### src/rtl/ex_mem_reg_pkg.sv
// Shared constants for the EX/MEM boundary.
// Holds the datapath widths, the enable/zero constants and the stall-vector bit positions.
package ex_mem_reg_pkg;

    localparam int unsigned RegW       = 32;
    localparam int unsigned RegAddrW   = 5;
    localparam int unsigned DoubleRegW = 2 * RegW;
    localparam int unsigned CntW       = 2;

    localparam logic Enable  = 1'b1;
    localparam logic Disable = 1'b0;

    localparam logic [RegW-1:0] ZeroWord = '0;

    // Bit positions of the EX and MEM stages in the pipeline stall vector.
    localparam int unsigned StallEx  = 3;
    localparam int unsigned StallMem = 4;

endpackage

### src/rtl/ex_mem_reg_stage_reg.sv
// Width-W pipeline register with synchronous rst and flush, plus hold and bubble controls.
// Ports:
//   clk, rst (sync, active-high)
//   flush   zero the contents
//   hold    keep the contents
//   bubble  bubble slot: zero the contents, or capture d when CAPTURE_ON_BUBBLE
//   d / q   data in / registered data out
// When CAPTURE_ON_BUBBLE is set, the roles are swapped.
// Such a register captures only on bubble and clears on a normal advance.
// The loopback state uses it this way.
module stage_reg #(
    parameter int unsigned W                 = 8,
    parameter bit          CAPTURE_ON_BUBBLE = 1'b0
) (
    input  logic         clk,
    input  logic         rst,
    input  logic         flush,
    input  logic         hold,
    input  logic         bubble,
    input  logic [W-1:0] d,
    output logic [W-1:0] q
);

    logic [W-1:0] data_d;
    logic [W-1:0] data_q;

    // Priority: flush > hold > bubble > advance (rst handled in the flop).
    always_comb begin
        data_d = data_q;
        if (flush) begin
            data_d = '0;
        end else if (hold) begin
            data_d = data_q;
        end else if (bubble) begin
            data_d = CAPTURE_ON_BUBBLE ? d : '0;
        end else begin
            data_d = CAPTURE_ON_BUBBLE ? '0 : d;
        end
    end

    always_ff @(posedge clk) begin
        if (rst) begin
            data_q <= '0;
        end else begin
            data_q <= data_d;
        end
    end

    assign q = data_q;

endmodule

### src/rtl/ex_mem_reg.sv
// EX/MEM pipeline register of the 5-stage MIPS32 core.
// Presents the EX GPR and HI/LO write results to MEM one cycle later.
// Also loops the MADD/MSUB partial product and step count back to EX across a stall.
// Ports:
//   clk, rst (sync, active-high), flush, stall_ex, stall_mem
//   ex_*         EX results: rw, wreg, wdata, whilo, hi, lo, hilo_temp, cnt
//   mem_*        registered copies for MEM (zeroed on bubble)
//   hilo_temp_o  held partial product, back to EX
//   cnt_o        held step count, back to EX
module ex_mem_reg
    import ex_mem_reg_pkg::*;
#(
    parameter int unsigned DW   = RegW,
    parameter int unsigned AW   = RegAddrW,
    parameter int unsigned CNTW = CntW
) (
    input  logic              clk,
    input  logic              rst,
    input  logic              flush,
    input  logic              stall_ex,
    input  logic              stall_mem,
    input  logic [AW-1:0]     ex_rw,
    input  logic              ex_wreg,
    input  logic [DW-1:0]     ex_wdata,
    input  logic              ex_whilo,
    input  logic [DW-1:0]     ex_hi,
    input  logic [DW-1:0]     ex_lo,
    input  logic [2*DW-1:0]   ex_hilo_temp,
    input  logic [CNTW-1:0]   ex_cnt,
    output logic [AW-1:0]     mem_rw,
    output logic              mem_wreg,
    output logic [DW-1:0]     mem_wdata,
    output logic              mem_whilo,
    output logic [DW-1:0]     mem_hi,
    output logic [DW-1:0]     mem_lo,
    output logic [2*DW-1:0]   hilo_temp_o,
    output logic [CNTW-1:0]   cnt_o
);

    localparam int unsigned MemW  = AW + 1 + DW + 1 + DW + DW;
    localparam int unsigned LoopW = 2 * DW + CNTW;

    logic [StallMem:StallEx] stall_c;
    logic                    hold_c;
    logic                    bubble_c;
    logic [MemW-1:0]         mem_bundle_c;
    logic [MemW-1:0]         mem_bundle_q;
    logic [LoopW-1:0]        loop_bundle_c;
    logic [LoopW-1:0]        loop_bundle_q;

    // MEM stalled always holds, even when EX is not stalled.
    // Otherwise the result in the register would be dropped or duplicated.
    assign stall_c  = {stall_mem, stall_ex};
    assign hold_c   = stall_c[StallMem];
    assign bubble_c = stall_c[StallEx] & ~stall_c[StallMem];

    assign mem_bundle_c  = {ex_rw, ex_wreg, ex_wdata, ex_whilo, ex_hi, ex_lo};
    assign loop_bundle_c = {ex_hilo_temp, ex_cnt};

    // MEM-facing bundle: a bubble becomes a NOP.
    stage_reg #(
        .W                 (MemW),
        .CAPTURE_ON_BUBBLE (1'b0)
    ) u_mem_reg (
        .clk    (clk),
        .rst    (rst),
        .flush  (flush),
        .hold   (hold_c),
        .bubble (bubble_c),
        .d      (mem_bundle_c),
        .q      (mem_bundle_q)
    );

    // Loopback bundle: keeps accumulate state while EX stalls, clears on advance.
    stage_reg #(
        .W                 (LoopW),
        .CAPTURE_ON_BUBBLE (1'b1)
    ) u_loop_reg (
        .clk    (clk),
        .rst    (rst),
        .flush  (flush),
        .hold   (hold_c),
        .bubble (bubble_c),
        .d      (loop_bundle_c),
        .q      (loop_bundle_q)
    );

    assign {mem_rw, mem_wreg, mem_wdata, mem_whilo, mem_hi, mem_lo} = mem_bundle_q;
    assign {hilo_temp_o, cnt_o} = loop_bundle_q;

endmodule

### config.mk
export PLATFORM = sky130hd
export DESIGN_NAME = ex_mem_reg
export DESIGN_NICKNAME = d
export VERILOG_FILES = /design/src/rtl/ex_mem_reg_pkg.sv /design/src/rtl/ex_mem_reg_stage_reg.sv /design/src/rtl/ex_mem_reg.sv
export SDC_FILE = /design/constraint.sdc
export NUM_CORES = 1
export LEC_CHECK = 0
export ABC_AREA = 1
export CAP_MARGIN = 10
export CORE_UTILIZATION = 35
export CTS_BUF_LIST = sky130_fd_sc_hd__clkbuf_4 sky130_fd_sc_hd__clkbuf_8 sky130_fd_sc_hd__clkbuf_16
export DETAILED_ROUTE_END_ITERATION = 16
export PLACE_DENSITY_LB_ADDON = 0.3
export SYNTH_ARGS = -nofsm -noshare
export SYNTH_HDL_FRONTEND = slang
export SYNTH_SLANG_ARGS = --single-unit
### constraint.sdc
create_clock -name clk -period 0.8 [get_ports clk]
set_input_delay 0.16 -clock clk [delete_from_list [all_inputs] [get_ports clk]]
set_output_delay 0.16 -clock clk [all_outputs]
set_load 0.05 [all_outputs]
======== Word level (Yosys, flattened, before mapping) ========
Index checks and enable logic that the tools add are counted.
word-level totals
  flip-flop bits (word level) ............. 169
  input bits .............................. 174
  output and inout bits ................... 169
  word-level logic and storage cells ...... 7
cells by class
  muxes and demuxes ....................... 2
  bitwise logic cells ..................... 2
  reductions and logical operators ........ 1
operators with widths
  operator         number
  $mux 103         1
  $mux 66          1
  $reduce_or 2->1  1
  $and 1x1->1      1
  $not 1->1        1

======== Longest topological paths before layout ========
  depth after elaboration ................. 3
  depth in mapped cells ................... 6
  depth with buffers taken out ............ 3

======== Cells and area by module ========
Synthesis repeated with hierarchy kept, for this count alone.
unflattened totals
  cells, all modules ...................... 745
  area total of the unflattened synthesis .. 6493.7 sq um
by module, submodules not included
  module                  instances  cells each  area an instance (sq um)  seq. area each (sq um)
  stage_reg (u_mem_reg)   1          449         3900.0                    2062.0
  stage_reg (u_loop_reg)  1          294         2583.7                    1321.3
  ex_mem_reg              1          2           10.0                      0.0

======== Worst setup path before layout ========
Ideal clock, no wire load.
  kind .................................... register -> register
  from .................................... reg, netlist name u_mem_reg.q[0]
  to ...................................... reg u_mem_reg.data_q[0] (netlist: u_mem_reg.q[0])
  library setup time ...................... 65 ps
  data arrival time ....................... 844 ps
  data required time ...................... 735 ps
  setup slack ............................. -109 ps
  stages on the path, launching flop included .. 3
  buffers on the path ..................... 0
  period minus slack after synthesis ...... 909 ps
  cell sequence ........................... dfxtp_1 > o21ai_0 > nor2_1
RTL lines
  element               RTL line                    RTL
  to (signal assigned)  ex_mem_reg_stage_reg.sv:45  data_q <= data_d;
  to (decl)             ex_mem_reg_stage_reg.sv:25  logic [W-1:0] data_q;

======== Final worst setup path ========
  from .................................... reg u_mem_reg.data_q[93] (netlist: u_mem_reg.q[93])
  to ...................................... out mem_wdata[28]
RTL lines
  element    RTL line          RTL
  to (decl)  ex_mem_reg.sv:32  output logic [DW-1:0] mem_wdata,
No word-level cell between the ends.

==> impl_metrics.toml <==
[clock_network]
ctsHoldBuffers = 0
cts.clk_slew.worst_paths_ps = 70
clkLatencyLatePin_ps = 420
htreeDepth = 4
cts_buffers = 17
clock_sinks = 169
root_buffer = "clkbuf_16"
cts_buffer_depth = 2
cts_tree = "built"

[final_layout]
drive_gt1_frac = 0.4208
n_fill_cell = 1061
antenna_cells = 0
final_util = 0.7630
final_nets = 1297
multi_input_area_um2 = 2409
syn2layout_area_growth_pct = 112.9
ff_latch_area_um2 = 3605

[logic_synthesis]
syn_area_um2 = 6177
yosys.area.top_type = "dfxtp_1"
seq_area_frac_synth = 0.5477
synth_commonest_cells = "169 x a21oi_1, 169 x dfxtp_1, 103 x nor2_1"
synth_cells = 753
ys_warn_count = 0
async_reset_ff_frac = 0
syn-num-nets = 927
synth_top_area_frac = 0.5477
synth_edf_count = 0
syn_area_per_cell_um2 = 8.203
synth_cell_types = 15
ys_ff_latch = 169
synthTopCellsByArea = "dfxtp_1 55%, a21oi_1 14%, nor2_1 6.3%"
synth_flop_cell = "dfxtp_1"

[critical_path]
required_ps = 640
worstPathArrival_ps = 930
cp-start-kind = "flop"
reg2reg_from = "u_mem_reg.q[77]"
path_class = "flop to primary output"
r2r_setup_slack_ps = -30
critPathSlowestCell = "dfxtp_4"
cpLargestDelayFamily = "flip-flops"
crit_start = "u_mem_reg.q[93]"
crit_path_end_kind = "primary output"
r2r-end = "u_mem_reg.q[77]"
worst-path-buf-inv = 1
path_cells = "buf_12"
max_stage_delay_ps = 360
cp_max_fo = 2
reg2regPathDepth = 4

[placement]
portBuffers = 342
gp_congestion = 0.8079
dp_hpwl_mm = 16.27

[global_route]
grt_pass1_wl_mm = 35.49
grt_use_total = 0.2537
grt_max_degree = 47
antenna_found_initial = 0
grt_pass1_vias = 6703
grt_overflow = 0

[sta]
fin_worst_skew_ps = 0
hold_viol_final = 0
finalSetupTns_ps = -46140
slew_headroom = 0.8521
slew_viol_final = 0
setup_ws_ps = -290.7
rsz0062_at_grt = "true"
worst_slew_pin_slew_ps = 219.6
fmax_mhz = 916.8
fin_crit_sh = 1.363
min_period_ps = 1091
setup_viol = 171

[drt]
dr.pass1.iters = 5
drc = 0
dr_total_vias = 6868
wl_met2_mm = 12.03
wl_mm = 24.02
ant_nets = 0
wire_per_inst_um = 17.65
drt_iter0_markers = 355
wl_met3_mm = 1.676
via_per_inst = 5.046
routedLengthMet1_mm = 9.286
highest_layer = "met4"

[floorplan]
start_util = 0.3584
die_h_um = 134.9
die_x_um = 134.9
num_rows = 48
core_um2 = 17240
die-area_um2 = 18180
io-pin-count = 343

[status]
outcome = "complete, but fails checks"
violations = "negative setup slack"

[pwr]
power_mw = 22.33
ir_drop_mv = 1.407
p_leak_nw = 5.104
power.density_nw_per_um2 = 1698

[worst_hold_path]
worstHoldEndpoint = "u_loop_reg.q[21]"
whs_path_depth = 4
hold_class = "input port to flop"
hp-start = "stall_mem"

[job]
max_cap_violations = 0
-- flip-flops by register name, indices dropped and copies added (netlist names) --
| register | cells |
|---|---|
| u_loop_reg.q | 66 |
| u_mem_reg.q | 103 |
-- cells by family after synthesis --
family | Yosys count | share of synthesized area
buffers and inverters | 76 | 0.07393
AO/OA/AOI/OAI | 272 | 0.2204
AND/OR/NAND/NOR | 236 | 0.1580
flip-flops | 169 | 0.5477
-- timing repair --
item | 4_1_cts | 5_1_grt
resized for setup | 5 | 20
setup buffers | 11 | 18
endpoints found under the setup margin | 336 | 238
pin swaps | 2 | 13
cloned | 2 | 6
endpoints found under the hold margin | 0 | 0
-- cell type report --
type	count	share of cell area
clock inverter	9	0.01047
clock buffer	23	0.03767
tap	225	0.02141
inverter	3	0.001522
sequential	169	0.2741
timing repair buffer	424	0.4717
multi-input combinational	508	0.1831
-- cell usage in the layout (no fill, tap or decap), drive strengths merged --
master         netlist  final
inv                  3      3
clkinvlp             0      1
nand2               66     66
buf                 54    249
clkbuf              19     29
nand3               66     66
dfxtp              169    169
clkdlybuf4s50        0    169
a21oi              169    169
clkinv               0      5
bufinv               0      3
o21ai              103    103
nor2               104    104
-- report_power, final --
group          leakage, nW  switching (mW)  internal [mW]
Clock                0.311            3.42           5.34
Sequential            1.45           0.275           8.72
Combinational         3.34            2.14           2.43
-- worst max-delay path by stage --
stage,endpoint,depth (start not counted)
4_1_cts,hilo_temp_o[60],1
2_1_floorplan,u_loop_reg.q[65],6
3_3_place_gp,u_mem_reg.q[45],5
6_report,mem_wdata[28],1
3_5_place_dp,u_mem_reg.q[36],5
5_1_grt,mem_wdata[26],1
-- metal layers --
layer	GRT usage	vias to the layer above
li1	-	3306
met1	0.2807	3218
met2	0.4307	278
met3	0.07770	66
met4	0.1461	0
met5	0	-
-- stage by stage --
step	hold slack [ps]	area, um^2	std cells	worst slack (ps)
final	108.7	13150	1361	-290.7
after global routing	115.6	13150	1361	-327.6
after CTS	96.73	12860	1339	-308.4
after detailed placement	471.9	12070	1294	-620.9
after global placement	467.4	12070	1294	-564.0
after floorplan	305.6	6550	753	-42.17
Power figures use the tool's default switching activity.
